`config.mk`:
```
export PLATFORM = sky130hd
export DESIGN_NAME = cc_stream_loader
export DESIGN_NICKNAME = d
export VERILOG_FILES = /design/src/rtl/cc_stream_loader.sv
export SDC_FILE = /design/constraint.sdc
export NUM_CORES = 1
export LEC_CHECK = 0
export CAP_MARGIN = 25
export CORE_ASPECT_RATIO = 0.6
export CORE_MARGIN = 1
export CORE_UTILIZATION = 50
export CTS_CLUSTER_DIAMETER = 200
export DETAILED_ROUTE_END_ITERATION = 6
export GPL_TIMING_DRIVEN = 0
export PLACE_DENSITY = 0.95
export SYNTH_ARGS = -nofsm -noshare
export SYNTH_HDL_FRONTEND = slang
export SYNTH_SLANG_ARGS = --single-unit
```
`constraint.sdc`:
```
create_clock -name clk -period 3.9 [get_ports clk]
set_input_delay 0.78 -clock clk [delete_from_list [all_inputs] [get_ports clk]]
set_output_delay 0.78 -clock clk [all_outputs]
set_load 0.02 [all_outputs]
```
`src/rtl/cc_stream_loader.sv`:
```
// cc_stream_loader: nibble-serial front/back stage for the CC compute core.
// Assembles NUM_IN operands plus opt/equ from a valid/ready stream, presents
// them to CC as registered operands, captures CC's signed result one cycle
// later and returns it over a valid/ready handshake.
// Optional feature macro: BURST_ABORT_EN -- a gap while loading discards the
// burst and pulses out_abort; without it gaps simply stall.
module cc_stream_loader #(
    parameter int DATA_W = 4,
    parameter int NUM_IN = 6,
    parameter int RES_W  = 10
) (
    input  logic                     clk,
    input  logic                     rst_n,
    input  logic                     in_valid,
    output logic                     in_ready,
    input  logic [DATA_W-1:0]        in_data,
    input  logic [2:0]               in_opt,
    input  logic                     in_equ,
    output logic [NUM_IN*DATA_W-1:0] cc_in_n,
    output logic [2:0]               cc_opt,
    output logic                     cc_equ,
    input  logic [RES_W-1:0]         cc_out_n,
    output logic                     out_valid,
    input  logic                     out_ready,
    output logic [RES_W-1:0]         out_data,
    output logic                     out_abort
);

    localparam int CNT_W = (NUM_IN > 1) ? $clog2(NUM_IN) : 1;
    localparam logic [CNT_W-1:0] LAST_SLOT = CNT_W'(NUM_IN - 1);

    typedef enum logic [1:0] {
        IDLE,
        LOAD,
        EVAL,
        HOLD
    } state_t;

    state_t           state_q, state_d;
    logic [CNT_W-1:0] cnt_q, cnt_d;
    logic             accept;
    logic             abort_d;

    // Next-state, beat counter and handshake decode.
    always_comb begin
        // NOTE: every signal driven here gets a default first so no path can infer a latch.
        state_d  = state_q;
        cnt_d    = cnt_q;
        abort_d  = 1'b0;
        in_ready = (state_q == IDLE) || (state_q == LOAD);
        accept   = in_valid && in_ready;
        case (state_q)
            IDLE: begin
                if (accept) begin
                    if (NUM_IN == 1) begin
                        state_d = EVAL;
                        cnt_d   = '0;
                    end else begin
                        state_d = LOAD;
                        cnt_d   = CNT_W'(1);
                    end
                end
            end
            LOAD: begin
                if (accept) begin
                    if (cnt_q == LAST_SLOT) begin
                        state_d = EVAL;
                        cnt_d   = '0;
                    end else begin
                        cnt_d = cnt_q + CNT_W'(1);
                    end
                end else begin
`ifdef BURST_ABORT_EN
                    // A gap mid-burst drops the partial transaction.
                    state_d = IDLE;
                    cnt_d   = '0;
                    abort_d = 1'b1;
`endif
                end
            end
            EVAL:    state_d = HOLD;
            HOLD:    if (out_ready) state_d = IDLE;
            default: state_d = IDLE;
        endcase
    end

    // State and beat-counter registers.
    always_ff @(posedge clk or negedge rst_n) begin
        // NOTE: sequential state uses non-blocking assignments so all registers update together.
        if (!rst_n) begin
            state_q <= IDLE;
            cnt_q   <= '0;
        end else begin
            state_q <= state_d;
            cnt_q   <= cnt_d;
        end
    end

    // Operand slots and opt/equ: written in place, so CC sees the previous
    // transaction's values until a new burst overwrites them.
    always_ff @(posedge clk or negedge rst_n) begin
        if (!rst_n) begin
            cc_in_n <= '0;
            cc_opt  <= '0;
            cc_equ  <= 1'b0;
        end else if (accept) begin
            if (state_q == IDLE) begin
                cc_in_n[DATA_W-1:0] <= in_data;
                cc_opt              <= in_opt;
                cc_equ              <= in_equ;
            end else begin
                cc_in_n[cnt_q*DATA_W +: DATA_W] <= in_data;
            end
        end
    end

    // Result capture at the end of EVAL; held until the consumer takes it.
    always_ff @(posedge clk or negedge rst_n) begin
        if (!rst_n) begin
            out_data  <= '0;
            out_valid <= 1'b0;
        end else if (state_q == EVAL) begin
            out_data  <= cc_out_n;
            out_valid <= 1'b1;
        end else if (state_q == HOLD && out_ready) begin
            out_valid <= 1'b0;
        end
    end

`ifdef BURST_ABORT_EN
    // One-cycle abort pulse following the gap that killed the burst.
    always_ff @(posedge clk or negedge rst_n) begin
        if (!rst_n) begin
            out_abort <= 1'b0;
        end else begin
            out_abort <= abort_d;
        end
    end
`else
    assign out_abort = 1'b0;
    logic unused_abort;
    assign unused_abort = abort_d;
`endif

endmodule

```
Yosys cells after proc, flatten, opt, wreduce, memory -nomap -nowiden
Index checks and enable logic that the tools add are counted.
- bits of input ports: 22
- register bits after elaboration: 44
- memories: 0
- latch bits: 0
- ROM bits: 0
- memory bits (writable): 0
- output and inout port bits: 41
- logic and storage cells: 44
- equal/unequal tests: 8
- $lt $le $gt $ge: 0
- divide/modulo/power cells: 0
- shift-type cells: 2
- bitwise logic cells: 1
- multipliers: 0
- add/sub/neg operators: 2
- multiplexer cells: 13
- reductions and logical operators: 10
- operators by type and width (kind ; count):
    $neg A5 Y34 ; 1
    $shift A4 B34 Y24 const A ; 1
    $shiftx A4 B34 Y24 ; 1
    $bwmux W24 ; 1
    $mux W3 ; 3
    $mux W2 ; 4
    $pmux W2 S4 ; 1
    $ne A2 B2 Y1 const B ; 3
    $pmux W3 S2 ; 1
    $eq A2 B2 Y1 const B ; 2
    $mux W4 ; 1
    $reduce_and A2 Y1 ; 2
    $reduce_and A4 Y1 ; 1
    $reduce_bool A2 Y1 ; 2
    $add A3 B1 Y3 const B ; 1
    $eq A3 B3 Y1 const B ; 1
    $reduce_and A3 Y1 ; 1
    $eq A2 B1 Y1 const B ; 1
    $logic_and A1 B1 Y1 ; 2
    $logic_not A2 Y1 ; 1
    $mux W1 ; 2
    $ne A2 B1 Y1 const B ; 1
    $logic_or A1 B1 Y1 ; 1
    $not A1 Y1 ; 1

Longest topological paths before layout
- word-level depth: 5
- gate-level depth with buffers: 6

Worst setup path after synthesis
Ideal clock, no wire load.
- path kind: flip-flop to flip-flop
- start point: reg cnt_q[0]
- end point: reg cc_in_n[0]
- required time: 3.775 ns
- arrival: 2.235 ns
- slack: 1.540 ns
- stages on the path, launching flop included: 7
- setup time: 0.125 ns
- period minus slack after synthesis: 2.360 ns
- buffers on the path: 0
- cell sequence: dfrtp_1 -> inv_1 -> ha_1 -> ha_1 -> or4b_1 -> o41a_4 -> mux2_4
- word-level cells in the longest chain between the ends: 4
- elaborated cells between the ends (all ways): 5
- RTL lines (item ; RTL line ; source):
    from (decl) ; 40 ; logic [CNT_W-1:0] cnt_q, cnt_d;
    from (signal assigned) ; 95 ; cnt_q <= cnt_d;
    $neg A5 Y34 (*) ; 112 ; cc_in_n[cnt_q*DATA_W +: DATA_W] <= in_data;
    $shiftx A4 B34 Y24 / $shift A4 B34 Y24 (equally long branches) ; 112 ;
    $bwmux W24 (*) ; 112 ;
    $mux W4 (*) ; 107 ; if (state_q == IDLE) begin
    to (signal, indexed assignment) ; 108 ; cc_in_n[DATA_W-1:0] <= in_data;
    to (signal, indexed assignment) ; 112 ;
    to (decl) ; 19 ; output logic [NUM_IN*DATA_W-1:0] cc_in_n,
Mark *: on every way between the ends. The rest lies on a longest branch, timed or not.
A chain may end at the register's enable or synchronous reset.

Final worst setup path
- start point: reg state_q[1]
- end point: out in_ready
- word-level cells in the longest chain between the ends: 2
- elaborated cells between the ends (all ways): 3
- RTL lines (item ; RTL line ; source):
    from (decl) ; 39 ; state_t state_q, state_d;
    from (signal assigned) ; 94 ; state_q <= state_d;
    $eq A2 B1 Y1 / $logic_not A2 Y1 (equally long branches) ; 50 ; in_ready = (state_q == IDLE) || (state_q == LOAD);
    $logic_or A1 B1 Y1 (*) ; 50 ;
    to (decl) ; 15 ; output logic in_ready,
Marked as above.

==> metrics.yaml <==
logic_synthesis:
  syn-cell-area_um2: 2040
  syn_nets: 184
  synth_cells: 151
  synth_seq_cells: 44
  synth_edf_count: 0
  synth_cell_type_count: 31
  avgSynthCellArea_um2: 13.5
  ys_seq_area_frac: 0.539
  yosys_most_used_dff: "dfrtp_1"
  yosys.area.top_type: "dfrtp_1"
  ys_warn_count: 0
  synth_common_cells: "44 x dfrtp_1, 31 x mux2_2, 12 x inv_1"
  async_flop_share: 1.00
  ys_top_cells_by_area: "dfrtp_1 54%, mux2_2 17%, ha_1 6.7%"
  netlist.area_leader.share: 0.539
  yosysMostFrequentCell: "dfrtp_1"
critical_path:
  path_delay_family: "buffers and inverters"
  slowest_stage: "clkdlybuf4s50_1"
  end_kind: "output pin"
  critPathMaxStageDelay_ps: 590
  r2r_setup_slack_ps: 1320
  worstPathArrival_ps: 1850
  path_common_cell: "inv_1"
  cp_num_buf_inv: 3
  cp_max_fo: 7
  worst_ep_required_time_ps: 3120
  cp_cell_sequence: "inv_1 > ha_1 > nor2_1 > inv_1 > clkdlybuf4s50_1"
  path_class: "reg2out"
  start_kind: "register"
clock_tree:
  path_clk_slew_ps: 70
  clock_sinks: 44
  cts_made_buffers: 5
  cts_max_path_buffers: 2
  cts_root_buf: "clkbuf_8"
  tritoncts: "built"
  insertion_delay_ps: 290
  post_cts_buffers: 0
  cts-htree-levels: 2
  cts_resized: 0
  postCtsHoldBufs: 0
floorplanning:
  io_pins: 63
  core_um2: 3790
  fp-row-count: 17
  die_x_um: 84.5
  dieHeight_um: 51.5
  start_util: 0.540
  dieArea_um2: 4350
cells_and_area:
  layout-drive-gt1-share: 0.222
  layout.nets: 253
  area_growth_pct: 37.9
  fill_cells: 266
  num_antenna_cells: 0
grt:
  antenna_found_initial: 0
  overflow: 0
  grt_pass1_wl_mm: 7.07
  grt_pass1_vias: 1425
  grt_max_degree: 38
  grt_usage: 0.215
timing:
  fin_worst_skew_ps: 2.10
  fin_tns_setup_ps: 0
  slew_violations: 0
  setup_viol: 0
  rsz0062_at_grt: "no"
  timing.final.crit_share: 0.675
  timing.final.hold_violations: 0
  slew_headroom: 0.600
  post-route-min-period_ps: 2630
  hold_ws_ps: 326
  tightest_slew_ps: 591
  max_freq_mhz: 380
power:
  p_leak_uw: 0.00133
  power_density_nw_per_um2: 787
  peakVddDrop_mv: 0.509
drt:
  vias: 1413
  antenna_left: 0
  drt_iter0_drc: 68
  routed_wl_mm: 4.19
  dr.pass1.iters: 7
  via_per_inst: 5.27
  wl_per_cell_um: 15.6
  drc: 4
place:
  portBuffers: 61
  hpwl_mm: 3.22
  place.gp.congestion: 0.786
outcome:
  status: "finished with violations"
  violations: "design-rule violations"
flow_run:
  maxCapViolCount: 0
min_path:
  min_path_type: "in2async"
==> metal layers <==
metal	track usage	share of wire	routed length [um]	up-vias
li1	-	-	-	664
met4	0.0621	0.010	42	0
met2	0.336	0.45	1900	44
met1	0.294	0.47	1970	700
met5	0	0	0	-
met3	0.0667	0.065	273	5
==> path summary, 6_finish.rpt <==
| check | from | end | depth (start not counted) |
|---|---|---|---|
| setup reg to reg | cnt_q[0] | cc_in_n[2] | 6 |
| hold / removal | rst_n | cc_in_n[21] | 1 |
| setup / recovery | state_q[1] | in_ready | 5 |
| max in group asynchronous | rst_n | cc_in_n[12] | 2 |
| hold reg to reg | out_valid | out_valid | 1 |
| min in group clk | out_valid | out_valid | 1 |
==> stage by stage <==
step	total power (uW)	utilization	std cells	setup WS [ps]	instance area (um^2)
final	2220	0.744	268	1270	2820
after CTS	2230	0.744	268	1260	2820
after floorplan	1450	-	151	1540	2040
after global routing	2360	0.744	268	1160	2820
after global placement	1890	0.716	259	928	2710
after detailed placement	1940	0.720	260	1340	2730
==> where the power goes <==
group          internal, uW  total (uW)  switching (uW)  leakage [uW]
sequential              634         755             121      0.000543
clock                   144         283             139     0.0000455
combinational           606        1180             573      0.000741
==> layout by cell type (no fill, tap or decap), drive strengths merged, types with 2 or more instances in the layout <==
cell type / instances
dfrtp: 44
inv: 12
buf: 4
nand2: 7
nand3: 3
nor2: 4
a22o: 3
and2: 4
mux2i: 5
and4b: 2
clkbuf: 8
ha: 11
and3: 4
mux2: 35
clkdlybuf4s50: 60
==> cells by family after synthesis <==
group,share of synthesized area
flops,0.539
mux,0.225
simple gates,0.0937
buf+inv,0.0276
fa+ha+maj,0.0674
compound gates,0.0459
other cells,0.00184
==> final cells by class <==
cell class	instances	area, um^2	share of cell area
plain buffers	2	11.3	0.00400
clock buffers	8	90.1	0.0320
inverters	12	45.0	0.0160
multi-input cells	93	886	0.314
flip-flops and latches	44	1100	0.391
well taps	47	58.8	0.0209
repair buffers	62	626	0.222
==> registers in the layout (all words and copies together), names as in the netlist <==
| register | count |
|---|---|
| out_valid | 1 |
| cc_opt | 3 |
| out_data | 10 |
| cc_equ | 1 |
| state_q | 2 |
| cc_in_n | 24 |
| cnt_q | 3 |
Power figures use the tool's default switching activity.
